<file path="config.mk">
export PLATFORM = sky130hd
export DESIGN_NAME = traffic_light_ctrl
export DESIGN_NICKNAME = d
export VERILOG_FILES = /design/src/rtl/traffic_pkg.sv /design/src/rtl/tl_phase_timer.sv /design/src/rtl/traffic_light_ctrl.sv
export SDC_FILE = /design/constraint.sdc
export NUM_CORES = 1
export LEC_CHECK = 0
export BUFFER_PORTS_ARGS = -buffer_cell sky130_fd_sc_hd__clkbuf_2
export CORE_MARGIN = 10
export CORE_UTILIZATION = 49
export CTS_CLUSTER_DIAMETER = 40
export DETAILED_ROUTE_END_ITERATION = 10
export GPL_ROUTABILITY_DRIVEN = 0
export PLACE_DENSITY = 0.73
export SLEW_MARGIN = 25
export SYNTH_ARGS = -nofsm -noshare
export SYNTH_HDL_FRONTEND = slang
export SYNTH_HIERARCHICAL = 1
export SYNTH_SLANG_ARGS = --single-unit
</file>
<file path="constraint.sdc">
create_clock -name clk -period 2.4 [get_ports clk]
set_input_delay 0.12 -clock clk [delete_from_list [all_inputs] [get_ports clk]]
set_output_delay 0.12 -clock clk [all_outputs]
set_load 0.01 [all_outputs]
</file>
<file path="src/rtl/traffic_pkg.sv">
// rtl/traffic_pkg.sv - shared state, lamp and direction types for the intersection controller
package traffic_pkg;

    typedef enum logic [2:0] {
        AR_BA    = 3'd0,
        A_GREEN  = 3'd1,
        A_YELLOW = 3'd2,
        AR_AB    = 3'd3,
        B_GREEN  = 3'd4,
        B_YELLOW = 3'd5,
        PED_WALK = 3'd6,
        FLASH    = 3'd7
    } state_t;

    typedef enum logic {
        DIR_A = 1'b0,
        DIR_B = 1'b1
    } dir_t;

    localparam logic [1:0] LAMP_RED    = 2'b00;
    localparam logic [1:0] LAMP_GREEN  = 2'b01;
    localparam logic [1:0] LAMP_YELLOW = 2'b10;
    localparam logic [1:0] LAMP_OFF    = 2'b11;

    // Counter width covers the longest phase; never narrower than one bit.
    function automatic int cnt_width(input int a, input int b, input int c,
                                     input int d, input int e);
        int m;
        int w;
        m = a;
        if (b > m) m = b;
        if (c > m) m = c;
        if (d > m) m = d;
        if (e > m) m = e;
        w = $clog2(m);
        return (w < 1) ? 1 : w;
    endfunction

endpackage

</file>
<file path="src/rtl/tl_phase_timer.sv">
// rtl/tl_phase_timer.sv - phase cycle counter with expiry and minimum-green compares
module tl_phase_timer #(
    parameter int             CW       = 3,
    parameter logic [CW-1:0]  MIN_LAST = '0
) (
    input  logic          clk,
    input  logic          reset,
    input  logic          restart_i,
    input  logic [CW-1:0] last_i,
    output logic          expired_o,
    output logic          min_done_o
);

    logic [CW-1:0] cnt_q;
    logic [CW-1:0] cnt_d;

    assign cnt_d      = restart_i ? '0 : cnt_q + 1'b1;
    assign expired_o  = (cnt_q == last_i);
    assign min_done_o = (cnt_q >= MIN_LAST);

    always_ff @(posedge clk or posedge reset) begin
        if (reset) begin
            cnt_q <= '0;
        end else begin
            cnt_q <= cnt_d;
        end
    end

endmodule

</file>
<file path="src/rtl/traffic_light_ctrl.sv">
// rtl/traffic_light_ctrl.sv - two-approach timed intersection controller with ped walk and night flash
module traffic_light_ctrl
    import traffic_pkg::*;
#(
    parameter int GREEN_CYCLES      = 8,
    parameter int MIN_GREEN_CYCLES  = 4,
    parameter int YELLOW_CYCLES     = 3,
    parameter int ALLRED_CYCLES     = 2,
    parameter int WALK_CYCLES       = 6,
    parameter int FLASH_HALF_CYCLES = 4
) (
    input  logic       clk,
    input  logic       reset,
    input  logic       ped_req,
    input  logic       flash_mode,
    output logic [1:0] light_a,
    output logic [1:0] light_b,
    output logic       ped_walk,
    output logic [2:0] phase
);

    if (GREEN_CYCLES < 1 || MIN_GREEN_CYCLES < 1 || MIN_GREEN_CYCLES > GREEN_CYCLES ||
        YELLOW_CYCLES < 1 || ALLRED_CYCLES < 1 || WALK_CYCLES < 1 ||
        FLASH_HALF_CYCLES < 1) begin : g_param_check
        $error("traffic_light_ctrl: illegal timing parameters");
    end

    localparam int CW = cnt_width(GREEN_CYCLES, YELLOW_CYCLES, ALLRED_CYCLES,
                                  WALK_CYCLES, FLASH_HALF_CYCLES);

    localparam logic [CW-1:0] GREEN_LAST  = CW'(GREEN_CYCLES - 1);
    localparam logic [CW-1:0] MIN_LAST    = CW'(MIN_GREEN_CYCLES - 1);
    localparam logic [CW-1:0] YELLOW_LAST = CW'(YELLOW_CYCLES - 1);
    localparam logic [CW-1:0] ALLRED_LAST = CW'(ALLRED_CYCLES - 1);
    localparam logic [CW-1:0] WALK_LAST   = CW'(WALK_CYCLES - 1);
    localparam logic [CW-1:0] FLASH_LAST  = CW'(FLASH_HALF_CYCLES - 1);

    state_t        state_q, state_d;
    logic          ped_pending_q, ped_pending_d;
    dir_t          next_dir_q, next_dir_d;
    logic          blink_q, blink_d;
    logic [CW-1:0] last_sel;
    logic          expired;
    logic          min_done;
    logic          restart;
    logic          entering_walk;

    // In FLASH the timer also restarts each half-period so it paces the blink.
    assign restart       = (state_d != state_q) || (state_q == FLASH && expired);
    assign entering_walk = (state_d == PED_WALK) && (state_q != PED_WALK);

    tl_phase_timer #(
        .CW       (CW),
        .MIN_LAST (MIN_LAST)
    ) u_timer (
        .clk        (clk),
        .reset      (reset),
        .restart_i  (restart),
        .last_i     (last_sel),
        .expired_o  (expired),
        .min_done_o (min_done)
    );

    always_comb begin
        last_sel = ALLRED_LAST;
        case (state_q)
            A_GREEN, B_GREEN:   last_sel = GREEN_LAST;
            A_YELLOW, B_YELLOW: last_sel = YELLOW_LAST;
            PED_WALK:           last_sel = WALK_LAST;
            FLASH:              last_sel = FLASH_LAST;
            default:            last_sel = ALLRED_LAST;
        endcase
    end

    always_ff @(posedge clk or posedge reset) begin
        if (reset) begin
            state_q       <= AR_BA;
            ped_pending_q <= 1'b0;
            next_dir_q    <= DIR_A;
            blink_q       <= 1'b1;
        end else begin
            state_q       <= state_d;
            ped_pending_q <= ped_pending_d;
            next_dir_q    <= next_dir_d;
            blink_q       <= blink_d;
        end
    end

    always_comb begin
        state_d = state_q;
        case (state_q)
            AR_BA: if (expired) begin
                if (flash_mode)         state_d = FLASH;
                else if (ped_pending_q) state_d = PED_WALK;
                else                    state_d = A_GREEN;
            end
            A_GREEN:  if (expired || (ped_pending_q && min_done)) state_d = A_YELLOW;
            A_YELLOW: if (expired) state_d = AR_AB;
            AR_AB: if (expired) begin
                if (flash_mode)         state_d = FLASH;
                else if (ped_pending_q) state_d = PED_WALK;
                else                    state_d = B_GREEN;
            end
            B_GREEN:  if (expired || (ped_pending_q && min_done)) state_d = B_YELLOW;
            B_YELLOW: if (expired) state_d = AR_BA;
            PED_WALK: if (expired) state_d = (next_dir_q == DIR_A) ? A_GREEN : B_GREEN;
            FLASH:    if (!flash_mode) state_d = AR_BA;
            default:  state_d = AR_BA;
        endcase
    end

    always_comb begin
        ped_pending_d = ped_pending_q;
        if (ped_req)            ped_pending_d = 1'b1;
        else if (entering_walk) ped_pending_d = 1'b0;

        next_dir_d = next_dir_q;
        if (entering_walk) next_dir_d = (state_q == AR_AB) ? DIR_B : DIR_A;

        blink_d = blink_q;
        if (state_d == FLASH && state_q != FLASH) blink_d = 1'b1;
        else if (state_q == FLASH && expired)     blink_d = ~blink_q;
    end

    always_comb begin
        light_a  = LAMP_RED;
        light_b  = LAMP_RED;
        ped_walk = 1'b0;
        phase    = state_q;
        case (state_q)
            A_GREEN:  light_a = LAMP_GREEN;
            A_YELLOW: light_a = LAMP_YELLOW;
            B_GREEN:  light_b = LAMP_GREEN;
            B_YELLOW: light_b = LAMP_YELLOW;
            PED_WALK: ped_walk = 1'b1;
            FLASH: begin
                light_a = blink_q ? LAMP_YELLOW : LAMP_OFF;
                light_b = blink_q ? LAMP_RED : LAMP_OFF;
            end
            default: ;
        endcase
    end

endmodule

</file>
## After elaboration in Yosys (flattened, before gate mapping)

Cells that the tools add are included.

| storage, ports and cells | value |
|---|---|
| flip-flop bits (word level) | 9 |
| bits in latches | 0 |
| RAM bits | 0 |
| bits in read-only memories | 0 |
| bits of input ports | 4 |
| output and inout port bits | 8 |
| word-level logic and storage cells | 58 |
| memories kept | 0 |

| operators by class | value |
|---|---|
| add/sub/neg operators | 1 |
| multiply operators | 0 |
| divide/modulo/power cells | 0 |
| order comparisons | 1 |
| equal/unequal tests | 13 |
| shift-type cells | 0 |
| muxes and demuxes | 26 |
| bitwise gates (word level) | 1 |
| reduce and logical (&&, ||, !) cells | 11 |

Operators by type and width:

| operator | count |
|---|---|
| 3-bit 2-to-1 mux | 12 |
| 3-bit case mux with 8 select lines | 1 |
| 3-bit == test, second input constant | 6 |
| 2-bit case mux with 3 select lines | 2 |
| 3-bit case mux with 4 select lines | 1 |
| 1-bit 2-to-1 mux | 7 |
| 3-bit by 2-bit == test with 1-bit output, second input constant | 2 |
| 2-bit 2-to-1 mux | 3 |
| 3-bit inequality test, second input constant | 2 |
| 1-bit logical AND | 4 |
| 2-bit nonzero test | 2 |
| 2-bit OR reduction | 2 |
| 3-bit by 1-bit adder with 3-bit output, second input constant | 1 |
| 3-bit by 1-bit == test with 1-bit output, second input constant | 1 |
| 3-bit == test | 1 |
| 3-bit by 2-bit >= comparator with 1-bit output, second input constant | 1 |
| 3-bit logical NOT | 1 |
| 3-bit inequality test | 1 |
| 1-bit logical OR | 2 |
| 1-bit inverter | 1 |

## Longest topological paths before layout

Gate-level depths: netlist of the first run.

| logic depth | value |
|---|---|
| depth after elaboration | 11 |
| depth in mapped cells | 15 |
| gate-level depth less buffers | 13 |

## Modules after synthesis

Netlist of the first run, hierarchy kept.

Modules (own cells, without submodules):

| module | instances | cells each | area each (µm²) | sequential area each (µm²) |
|---|---|---|---|---|
| traffic_light_ctrl | 1 | 85 | 658.1 | 151.4 |
| tl_phase_timer | 1 | 15 | 167.7 | 75.1 |

## Worst setup path before layout of the first run

Ideal clock, no wire load.

| timing | value |
|---|---|
| path kind | register -> register |
| from | reg state_q[2] (netlist: phase[2]) |
| to | reg next_dir_q |
| setup time | 0.125 ns |
| arrival | 2.594 ns |
| required time | 2.275 ns |
| slack | -0.320 ns |
| stages on the path, launching flop included | 15 |
| buffers on the path | 3 |
| period minus slack after synthesis | 2.720 ns |
| path through | dfrtp_1 buf_2 buf_2 nand2_1 nor2_1 nor2_1 xor2_1 nor3_2 buf_6 inv_2 nor4_2 nor3_1 o221a_1 nor2b_4 mux2_4 |

| on the way | value |
|---|---|
| longest elaborated chain between the ends | 9 |
| elaborated cells between the ends (all ways) | 26 |
| those cells by class | eq/ne (10); mux (11); reduce/logical (5) |

Ends and longest elaborated chain:

| what | line | source |
|---|---|---|
| start: declaration | traffic_light_ctrl.sv:38 | `state_t state_q, state_d;` |
| start signal: assignment | traffic_light_ctrl.sv:82 | `state_q <= state_d;` |
| 3-bit == test, or another cell as far along | traffic_light_ctrl.sv:66 | `case (state_q)` |
| 2-bit OR reduction | traffic_light_ctrl.sv:66 |  |
| 3-bit case mux with 4 select lines * | traffic_light_ctrl.sv:66 |  |
| via last_sel[1] | traffic_light_ctrl.sv:42 | `logic [CW-1:0] last_sel;` |
| 3-bit == test * | tl_phase_timer.sv:18 | `assign expired_o = (cnt_q == last_i);` |
| via expired | traffic_light_ctrl.sv:43 | `logic expired;` |
| 1-bit logical OR | traffic_light_ctrl.sv:97, traffic_light_ctrl.sv:104 |  |
| 3-bit 2-to-1 mux, on equally long branches | traffic_light_ctrl.sv:104, traffic_light_ctrl.sv:97 |  |
| 3-bit case mux with 8 select lines * | traffic_light_ctrl.sv:91 | `case (state_q)` |
| 3-bit == test * | traffic_light_ctrl.sv:50 | `assign entering_walk = (state_d == PED_WALK) && (state_q != PED_WALK);` |
| 1-bit logical AND * | traffic_light_ctrl.sv:50 |  |
| end signal: assignment | traffic_light_ctrl.sv:84 | `next_dir_q <= next_dir_d;` |
| end: declaration | traffic_light_ctrl.sv:40 | `dir_t next_dir_q, next_dir_d;` |

Mark *: on every way through the listed nets, which the timed path passes. The rest lies on a longest branch.
A chain may end at the register's enable or synchronous reset.

## Final worst setup path of the first run

Same ends and word-level chain as after synthesis.

==> impl_metrics.csv, run 1 <==
group,metric,value,unit
timing,setup_violations,6,
worst_setup_path,r2r-start,"phase[2]",
synth,synth-compound-area-share,0.2364,
cells_and_area,fin_util,0.7135,
synth,ys_types,42,
synth,synth-xor-area-share,0.06364,
routing,wl,2.260,mm
clocking,cts_inserted_buffers,3,
min_path,hold_class,"in -> reg",
placement,place_worst_setup_slack,-0.09916,ns
worst_setup_path,cpPeakStageDelay,0.45,ns
synth,async_flop_share,1.000,
synth,synth.area.mux_share,0.05606,
worst_setup_path,end_kind,"flip-flop",
synth,netlist_area,825.8,um2
synth,yosys_most_used_dff,"dfrtp_1",
power_and_ir_drop,power_density,1438,nW/um2
worst_setup_path,cp.arrival,2.74,ns
synth,ys_ff_latch,9,
cells_and_area,drive_gt1_frac,0.4531,
power_and_ir_drop,power.switching,741.7,uW
worst_setup_path,worstPathRequired,2.54,ns
timing,timing.fmax,384.2,MHz
cells_and_area,fin_nets,135,
clocking,htree_levels,1,
power_and_ir_drop,leakage,0.0005291,uW
routing,drc,0,
power_and_ir_drop,power,1581,uW
synth,synth-adder-area-share,0.03030,
status,status,"complete, but fails checks",
global_routing,grt_pass1_vias,763,
synth,ys_warn_count,6,
synth,synth_cells,100,
synth,synth-edff-count,0,
timing,rsz0062_at_grt,"true",
clocking,worstSkewPairLatency,0.25,ns
synth,syn_nets,106,
clocking,cts_sinks,9,
global_routing,grt_antenna_before_repair,0,
clocking,clk_pin_slew,0.06,ns
power_and_ir_drop,vdd_ir_drop_max,0.0008731,V
status,violations,"setup timing",
die,pin_count,12,
power_and_ir_drop,comb_power_share,0.754,
global_routing,grt_pass1_wl,3.401,mm
synth,syn_area_per_cell,8.258,um2
clocking,cts_tree,"yes",
timing,max_slew_margin,0.7703,
timing,fin_skew,0.0008224,ns
cells_and_area,fillers,124,
worst_setup_path,critPathSlowestCell,"dfrtp_2",
routing,ant_nets,0,
die,start_util,0.5357,
global_routing,grt-ovfl-total,0,
worst_setup_path,cp_max_fo,7,
placement,portBuffers,11,
min_path,min_from,"ped_req",
timing,final_max_slew_viol_count,0,
synth,ys_seq_area_frac,0.2742,
worst_setup_path,crit_start,"phase[2]",
global_routing,grt_start_max_net_pins,18,
routing,wl_per_cell,15.69,um
timing,fin_ws,-0.2030,ns
flow_run,cap_violations,0,
worst_setup_path,path_cells,"nand2_1 -> nor2_2 -> nor2_1 -> xor2_1 -> nor3_2 -> or2b_1 -> o221ai_2 -> a21oi_2 -> a21oi_2 -> nor2b_4 -> mux2_4",
cells_and_area,diodes,0,
worst_setup_path,crit_buf_inv,0,
routing,vias,847,
synth,synth_top_family_by_area,"simple AND/OR/NAND/NOR gates",
placement,hpwlAfterDp,1.538,mm
timing,hold_viol,0,
routing,drt-initial-drc-count,28,
worst_setup_path,cp_common_cell,"a21oi_2",
die,die-area,3727,um2
die,row_count,14,
clocking,clockBufferDepth,2,
worst_setup_path,critPathTopFamily,"simple AND/OR/NAND/NOR gates",
timing,fin_crit_sh,1.085,
die,die_y,61.05,um
die,die_w,61.05,um
power_and_ir_drop,pwr-share-clk,0.072,
die,coreArea,1541,um2
synth,synth-simple-area-share,0.2561,
power_and_ir_drop,seqPwrFrac,0.174,
routing,post_drt_via_cell_ratio,5.882,
worst_setup_path,path_class,"reg -> reg",
global_routing,track_usage,0.1178,
timing,tightest_slew,0.3445,ns
routing,first_pass_iters,4,
power_and_ir_drop,internal_power,839.7,uW
clocking,root_buffer,"clkbuf_4",
power_and_ir_drop,switching_share,0.4690,
cells_and_area,syn2layout_area_growth,33.18,%
worst_setup_path,start_kind,"flip-flop",
timing,whs,0.05579,ns
timing,period_needed,2.603,ns
-- worst paths after layout --
check / to / slack (ns) / cells after the start
max: next_dir_q / -0.20 / 11
min reg2reg: next_dir_q / 0.52 / 1
max reg2reg: next_dir_q / -0.20 / 11
min: ped_pending_q / 0.06 / 2
min in group asynchronous: u_timer/cnt_q[2] / 0.26 / 3
max in group asynchronous: blink_q / 1.82 / 3
-- worst register-to-register path: stages, from the launching register on --
cell and delay [ns]:
dfrtp_2 0.45, nand2_1 0.14, nor2_2 0.14, nor2_1 0.08
xor2_1 0.17, nor3_2 0.29, or2b_1 0.32, o221ai_2 0.21
a21oi_2 0.11, a21oi_2 0.23, nor2b_4 0.07, mux2_4 0.29
-- synth_stat cells, types with 2 or more instances --
master	n	area (um2)
nor2_1	14	52.55
dfrtp_1	8	200.2
nand2_1	8	30.03
a21oi_2	4	35.03
buf_2	4	20.02
inv_1	4	15.01
nand3_1	4	20.02
o21ai_0	4	20.02
a21oi_1	3	15.01
nor3_1	3	15.01
xnor2_1	3	26.28
xor2_1	3	26.28
and3_1	2	12.51
buf_4	2	15.01
ha_1	2	25.02
inv_2	2	7.510
mux2i_1	2	20.02
nand2b_1	2	12.51
nor2b_1	2	12.51
o21a_1	2	15.01
-- layout by cell type (no fill, tap or decap), types with 3 or more instances in the layout --
master	instances
clkbuf_2	11
nand3_1	3
inv_1	4
nand2_1	8
clkbuf_4	3
buf_4	16
xor2_1	3
dfrtp_1	7
a21oi_2	3
nor2_1	13
nor3_2	4
o21ai_0	4
a21oi_1	3
-- metrics by stage --
stage | area [um2] | setup TNS, ns | instances
global route | 1100 | -1.638 | 144
global placement | 977.2 | -0.04453 | 134
CTS | 1050 | -0.1183 | 140
floorplan | 868.3 | -0.1881 | 100
finish | 1100 | -0.8957 | 144
detailed placement | 977.2 | -0.3042 | 134
-- registers in the layout, summed over array words and instances (netlist names) --
name	flops
blink_q	1
next_dir_q	1
ped_pending_q	1
phase	3
u_timer/cnt_q	3
-- power groups by stage --
stage	Sequential (uW)	Clock [uW]	Combinational (uW)
CTS	272	118	1110
finish	275	114	1190
global placement	268	0	1000
global route	281	122	1310
floorplan	265	0	762
detailed placement	271	0	1030
-- area by class of cell --
| class | count | area [um2] | share of cell area |
|---|---|---|---|
| timing repair buffer | 31 | 212.7 | 0.1934 |
| clock buffer | 4 | 26.28 | 0.02389 |
| inverter | 6 | 22.52 | 0.02048 |
| tap | 16 | 20.02 | 0.01820 |
| multi-input combinational | 78 | 590.6 | 0.5370 |
| sequential | 9 | 227.7 | 0.2071 |
-- routing by layer --
| layer | track usage | share of wire | wire, um |
|---|---|---|---|
| met1 | 0.1413 | 0.42 | 960 |
| met2 | 0.2017 | 0.52 | 1169 |
| met3 | 0.02058 | 0.053 | 120 |
| met4 | 0.04702 | 0.0044 | 10 |
| met5 | 0 | 0 | 0 |
-- cell families after synthesis --
| group | count (synthesis) |
|---|---|
| flops | 9 |
| compound gates | 25 |
| mux | 4 |
| xor+xnor | 6 |
| fa+ha+maj | 2 |
| buf+inv | 13 |
| simple gates | 41 |
-- repair_timing --
| item | in CTS | in global routing |
|---|---|---|
| endpoints found under the setup margin | 4 | 6 |
| endpoints found under the hold margin | 8 | 0 |
| hold buffers | 1 | 0 |
| pin swaps | 3 | 9 |
| cloned | 0 | 1 |
| resized for setup | 5 | 4 |
| buffers inserted | 1 | 3 |
No activity file was read; power rests on OpenSTA's default activity.
==> inputs of run 2 (changes only) <==
--- a/config.mk
+++ b/config.mk
@@ -6,7 +6,7 @@
 export NUM_CORES = 1
 export LEC_CHECK = 0
 export BUFFER_PORTS_ARGS = -buffer_cell sky130_fd_sc_hd__clkbuf_2
-export CORE_MARGIN = 10
+export CORE_MARGIN = 1.5
 export CORE_UTILIZATION = 49
 export CTS_CLUSTER_DIAMETER = 40
 export DETAILED_ROUTE_END_ITERATION = 10
==> constraint.sdc (replaced) <==
create_clock -name clk -period 2.11 [get_ports clk]
set_input_delay 0.1055 -clock clk [delete_from_list [all_inputs] [get_ports clk]]
set_output_delay 0.1055 -clock clk [all_outputs]
set_load 0.01 [all_outputs]
==> run 2 against run 1 <==
Against the previous run: the flow still finishes with violations (setup timing); flip-flop and latch count is the same; register-to-register slack lost 0.21 ns; maximum frequency up 3.1%; via count increased by 1.1%; core utilization rose by 6.7 points; clock skew rose by 0.0013 ns; cell count is 5.6% higher; global-route usage grew 12 points; cell area grew 9.3%; sequential share of layout area shrank 1.7 points; first-iteration DRC count grew 7.1%; largest cell class unchanged; largest power group unchanged.
==> impl_metrics.csv, run 2 (synthesized netlist as in run 1, its figures left out) <==
group,metric,value,unit
placement,portBuffers,11,
timing,rsz0062_at_grt,"true",
timing,fin_skew,0.002127,ns
power_and_ir_drop,leakage,0.0005814,uW
timing,period_needed,2.525,ns
cells_and_area,diodes,0,
min_path,hold_class,"in -> reg",
clocking,clockBufferDepth,2,
clocking,worstSkewPairLatency,0.25,ns
timing,fin_crit_sh,1.197,
power_and_ir_drop,vdd_ir_drop_max,0.0009756,V
clocking,cts_tree,"yes",
die,die_y,44.05,um
die,row_count,14,
timing,setup_violations,9,
power_and_ir_drop,pwr-share-clk,0.063,
worst_setup_path,end_kind,"flip-flop",
routing,ant_nets,0,
timing,max_slew_margin,0.8059,
die,pin_count,12,
status,violations,"setup timing",
flow_run,cap_violations,0,
global_routing,grt_start_max_net_pins,18,
routing,drc,0,
worst_setup_path,cp_max_fo,4,
status,status,"complete, but fails checks",
worst_setup_path,worstPathRequired,2.25,ns
routing,wl_per_cell,14.62,um
placement,hpwlAfterDp,1.640,mm
timing,tightest_slew,0.2831,ns
cells_and_area,final_cell_mix,"21 x buf_4, 13 x nor2_1, 11 x clkbuf_2, 8 x nand2_1",
cells_and_area,drive_gt1_frac,0.5074,
worst_setup_path,cp.arrival,2.66,ns
clocking,cts_sinks,9,
timing,timing.setup.tns,-2.852,ns
power_and_ir_drop,internal_power,1076,uW
cells_and_area,syn2layout_area_growth,45.61,%
clocking,cts_inserted_buffers,3,
global_routing,track_usage,0.2391,
global_routing,grt-ovfl-total,0,
worst_setup_path,rrSetupSlack,-0.41,ns
timing,timing.fmax,396.0,MHz
timing,fin_ws,-0.4150,ns
routing,vias,856,
timing,final_max_slew_viol_count,0,
global_routing,grt_antenna_before_repair,0,
routing,drt-initial-drc-count,30,
cells_and_area,fin_util,0.7800,
clocking,clk_pin_slew,0.05,ns
die,start_util,0.5357,
die,coreArea,1541,um2
timing,hold_viol,0,
cells_and_area,layout_commonest_cell,"buf_4",
global_routing,grt_pass1_vias,776,
min_path,worstHoldPathCells,2,
worst_setup_path,rr_worst_depth,12,
placement,placedCellCount,138,
cells_and_area,fin_cells,152,
power_and_ir_drop,comb_power_share,0.776,
power_and_ir_drop,power,1955,uW
placement,place_area,1010,um2
cells_and_area,fin_nets,143,
worst_setup_path,start_kind,"flip-flop",
power_and_ir_drop,seqPwrFrac,0.161,
routing,wl,2.222,mm
clocking,root_buffer,"clkbuf_4",
worst_setup_path,path_class,"reg -> reg",
die,die-area,1940,um2
cells_and_area,fin_area,1202,um2
power_and_ir_drop,power_density,1626,nW/um2
clocking,htree_levels,1,
power_and_ir_drop,power.switching,878.6,uW
power_and_ir_drop,switching_share,0.4495,
global_routing,grt_pass1_wl,3.415,mm
routing,first_pass_iters,4,
routing,post_drt_via_cell_ratio,5.632,
die,die_w,44.05,um
## run 2: area by class of cell
| type | count | area (um2) |
|---|---|---|
| inverter | 6 | 25.02 |
| clock buffer | 4 | 26.28 |
| fill | 108 | 339.1 |
| tap | 16 | 20.02 |
| timing repair buffer | 39 | 290.3 |
| multi-input combinational | 78 | 611.8 |
| sequential | 9 | 229.0 |
## run 2: critical path, stage by stage, from the launching register on
cell and delay (ns):
dfrtp_1 0.41, nor2b_4 0.15, nor3_2 0.17, nor2_1 0.08, xor2_1 0.15, nor3_2 0.25, or2b_1 0.31, buf_6 0.14
nand3_4 0.08, o221ai_4 0.10, o221a_1 0.15, nor2b_4 0.14, mux2_4 0.29
## run 2: repair_timing
action	4_1_cts	5_1_grt
hold buffers	1	0
setup endpoints to repair	8	9
pin swaps	3	13
setup buffers	1	7
cloned	0	1
hold endpoints to repair	9	0
resized for setup	4	14
## run 2: layer usage
metal	share of wire	vias to the layer above	global-route usage
li1	-	421	-
met1	0.40	405	0.2958
met2	0.54	26	0.4324
met3	0.034	4	0
met4	0.024	0	0.1152
met5	0	-	0
## run 2: worst paths after layout
kind | start | to
setup / recovery | phase[1] | next_dir_q
hold / removal | ped_req | ped_pending_q
setup reg to reg | phase[1] | next_dir_q
hold reg to reg | next_dir_q | next_dir_q
max in group asynchronous | reset | blink_q
min in group asynchronous | reset | u_timer/cnt_q[0]
## run 2: metrics by stage
step                      worst slack [ns]  hold WS (ns)
final                              -0.4150       0.05493
after global routing               -0.5634       0.06966
after CTS                          -0.3459       0.04649
after detailed placement           -0.3957      -0.03089
after global placement             -0.2992      -0.03417
after floorplan                    -0.3955       -0.1409
## run 2: power groups by stage
stage,clock network (uW),logic (uW),registers (uW)
2_1_floorplan,0,870,301
3_3_place_gp,0,1190,307
3_5_place_dp,0,1230,311
4_1_cts,131,1270,308
5_1_grt,140,1630,324
6_report,123,1520,315
==> inputs of run 3 (changes only) <==
--- a/config.mk
+++ b/config.mk
@@ -7,13 +7,12 @@
 export LEC_CHECK = 0
 export BUFFER_PORTS_ARGS = -buffer_cell sky130_fd_sc_hd__clkbuf_2
 export CORE_MARGIN = 1.5
-export CORE_UTILIZATION = 49
+export CORE_UTILIZATION = 51
 export CTS_CLUSTER_DIAMETER = 40
 export DETAILED_ROUTE_END_ITERATION = 10
 export GPL_ROUTABILITY_DRIVEN = 0
-export PLACE_DENSITY = 0.73
+export PLACE_DENSITY = 0.74
 export SLEW_MARGIN = 25
 export SYNTH_ARGS = -nofsm -noshare
 export SYNTH_HDL_FRONTEND = slang
-export SYNTH_HIERARCHICAL = 1
 export SYNTH_SLANG_ARGS = --single-unit
==> run 3 against run 2 <==
Against the previous run: worst hold slack got worse by 0.021 ns; non-clock buffer count is 8 lower; cell area grew 3.2%; largest cell class unchanged; synthesized cell count increased by 17%; total power up 11%; via count rose by 17%; synthesized area grew 17%; largest power group unchanged; the run still ends with setup timing left; core utilization shrank 7.6 points; critical endpoint is now u_timer.cnt_q[0]; count of clock-buffer cells in the layout unchanged; die area is 12% higher; highest routed layer unchanged.
==> impl_metrics.csv, run 3 <==
group,metric,value,unit
timing,fin_ws,-0.1658,ns
clocking,root_buffer,"clkbuf_4",
synth,synth_cells,117,
global_routing,grt_pass1_vias,856,
clocking,cts_sinks,9,
synth,yosys-top-cells-count,"19 x nor2_1, 9 x nand2_1, 8 x dfrtp_1",
synth,syn_area_per_cell,8.288,um2
synth,ys_top_cells_by_area,"dfrtp_1 21%, nor2_1 7.4%, o21a_1 3.9%",
synth,ys_types,49,
die,pin_count,12,
cells_and_area,regArea,227.7,um2
die,die_y,46.61,um
routing,wl_per_cell,15.31,um
worst_setup_path,path_cells,"xor2_2 -> o31a_1 -> or2_1 -> o21a_1 -> a31oi_1 -> a21boi_2 -> buf_4 -> nor2_1",
worst_setup_path,worst-path-stages,8,
cells_and_area,fin_nets,152,
power_and_ir_drop,vdd_ir_drop_max,0.001256,V
synth,netlist_area,969.7,um2
worst_setup_path,start_kind,"flip-flop",
worst_setup_path,end_kind,"flip-flop",
clocking,worstSkewPairLatency,0.26,ns
routing,first_pass_iters,4,
cells_and_area,syn2layout_area_growth,28.00,%
clocking,clockBufferDepth,2,
die,row_count,15,
routing,post_drt_via_cell_ratio,5.912,
worst_setup_path,rr_worst_depth,8,
cells_and_area,multi_input_area,729.5,um2
synth,yosys_most_used_dff,"dfrtp_1",
clocking,cts_inserted_buffers,3,
synth,synth-edff-count,0,
die,die-area,2172,um2
cells_and_area,fin_cells,170,
placement,hpwlAfterDp,1.919,mm
worst_setup_path,critPathTopFamily,"compound AO/OA/AOI/OAI gates",
placement,portBuffers,11,
worst_setup_path,critPathSlowestCell,"dfrtp_2",
synth,ys_seq_area_frac,0.2335,
placement,place_worst_setup_slack,-0.05025,ns
synth,yosys.area.top_type,"dfrtp_1",
clocking,clk_pin_slew,0.05,ns
timing,period_needed,2.276,ns
clocking,cts_tree,"yes",
power_and_ir_drop,leakage,0.0005083,uW
cells_and_area,final_cell_mix,"19 x nor2_1, 19 x buf_4, 11 x clkbuf_2, 9 x nand2_1, 7 x dfrtp_1",
power_and_ir_drop,power_density,1743,nW/um2
clocking,htree_levels,1,
global_routing,track_usage,0.2492,
timing,fin_crit_sh,1.079,
die,coreArea,1764,um2
flow_run,cap_violations,0,
timing,rsz0062_at_grt,"true",
worst_setup_path,cpPeakStageDelay,0.48,ns
cells_and_area,diodes,0,
worst_setup_path,path_class,"reg -> reg",
worst_setup_path,worstPathRequired,2.26,ns
timing,setup_violations,4,
synth,syn_nets,123,
timing,max_slew_margin,0.6458,
worst_setup_path,cp.arrival,2.43,ns
worst_setup_path,crit_buf_inv,1,
cells_and_area,fillers,160,
die,start_util,0.5496,
timing,tightest_slew,0.5289,ns
synth,ys_ff_latch,9,
status,violations,"setup timing",
synth,async_flop_share,1.000,
placement,place_area,1136,um2
timing,fin_skew,0.002637,ns
routing,vias,1005,
status,status,"complete, but fails checks",
cells_and_area,drive_gt1_frac,0.3931,
timing,final_max_slew_viol_count,0,
global_routing,grt_antenna_before_repair,0,
die,die_w,46.61,um
cells_and_area,fin_area,1241,um2
global_routing,grt-ovfl-total,0,
routing,drc,0,
placement,placedCellCount,162,
min_path,worstHoldPathCells,2,
min_path,hold_class,"in -> reg",
power_and_ir_drop,power,2163,uW
synth,synth_top_area_share,0.2065,
timing,hold_viol,0,
worst_setup_path,cp_max_fo,8,
routing,ant_nets,0,
routing,drt-initial-drc-count,42,
synth,ys_warn_count,0,
global_routing,grt_pass1_wl,3.760,mm
timing,timing.fmax,439.4,MHz
routing,wl,2.603,mm
global_routing,grt_start_max_net_pins,17,
synth,synth.most_common_cell,"nor2_1",
## run 3: cell types whose count changed after synthesis, moves of 3 or more
| cell | delta |
|---|---|
| xor2_1 | -3 |
| o21a_1 | +3 |
| nand4_1 | +3 |
| a21oi_1 | +3 |
| nor2_1 | +5 |
| a21oi_2 | -4 |
## run 3: through the flow
stage / utilization / setup TNS (ns) / hold WS [ns]
floorplan: - / -0.003641 / -0.06730
global placement: 0.6440 / -0.09501 / 0.04748
detailed placement: 0.6440 / -0.09740 / 0.05158
CTS: 0.6652 / -0.02479 / 0.03841
global route: 0.7035 / -0.6628 / 0.04435
finish: 0.7035 / -0.3295 / 0.03442
## run 3: repair_timing
action,in CTS,in global routing
endpoints found under the hold margin,8,0
buffers inserted,0,3
pin swaps,1,5
endpoints found under the setup margin,5,6
gates resized for setup,1,8
hold buffers,1,0
## run 3: area by class of cell
cell class	count	share of cell area
clock buffer	4	0.02117
inverter	5	0.01512
multi-input combinational	96	0.5877
sequential	9	0.1835
tap	25	0.02520
timing repair buffer	31	0.1673
## run 3: routing by layer
metal	GRT usage	vias to the layer above	wire, um	part of all wire
met5	0	-	0	0
met4	0.06286	0	36	0.014
met3	0.05490	5	201	0.077
met2	0.4139	47	1314	0.50
met1	0.3253	468	1052	0.40
li1	-	485	-	-
## run 3: cell families after synthesis
family                   after synthesis  share of synthesized area
AO/OA/AOI/OAI                         36                     0.3394
XOR/XNOR                               3                    0.03485
flip-flops                             9                     0.2336
adder cells (fa/ha/maj)                2                    0.02580
AND/OR/NAND/NOR                       55                     0.3032
buffers and inverters                 12                    0.06323
## run 3: worst paths after layout
kind	start	endpoint	slack [ns]
worst min register to register	u_timer.cnt_q[0]	u_timer.cnt_q[0]	0.58
worst max-delay path	phase[1]	u_timer.cnt_q[0]	-0.17
worst max register to register	phase[1]	u_timer.cnt_q[0]	-0.17
min in group asynchronous	reset	phase[0]	0.33
max in group asynchronous	reset	blink_q	1.49
worst min-delay path	ped_req	ped_pending_q	0.03
## run 3: worst register-to-register path, stage by stage (launching register included)
cell,delay (ns)
dfrtp_2,0.48
xor2_2,0.19
o31a_1,0.30
or2_1,0.29
o21a_1,0.22
a31oi_1,0.17
a21boi_2,0.32
buf_4,0.17
nor2_1,0.03
## run 3: power by group
part / leakage (uW) / total, uW / switching (uW) / internal [uW]
logic: 0.000386 / 1670 / 923 / 748
registers: 0.000108 / 365 / 109 / 257
clock network: 0.0000150 / 126 / 53.8 / 72.5
total: 0.000508 / 2160 / 1090 / 1080
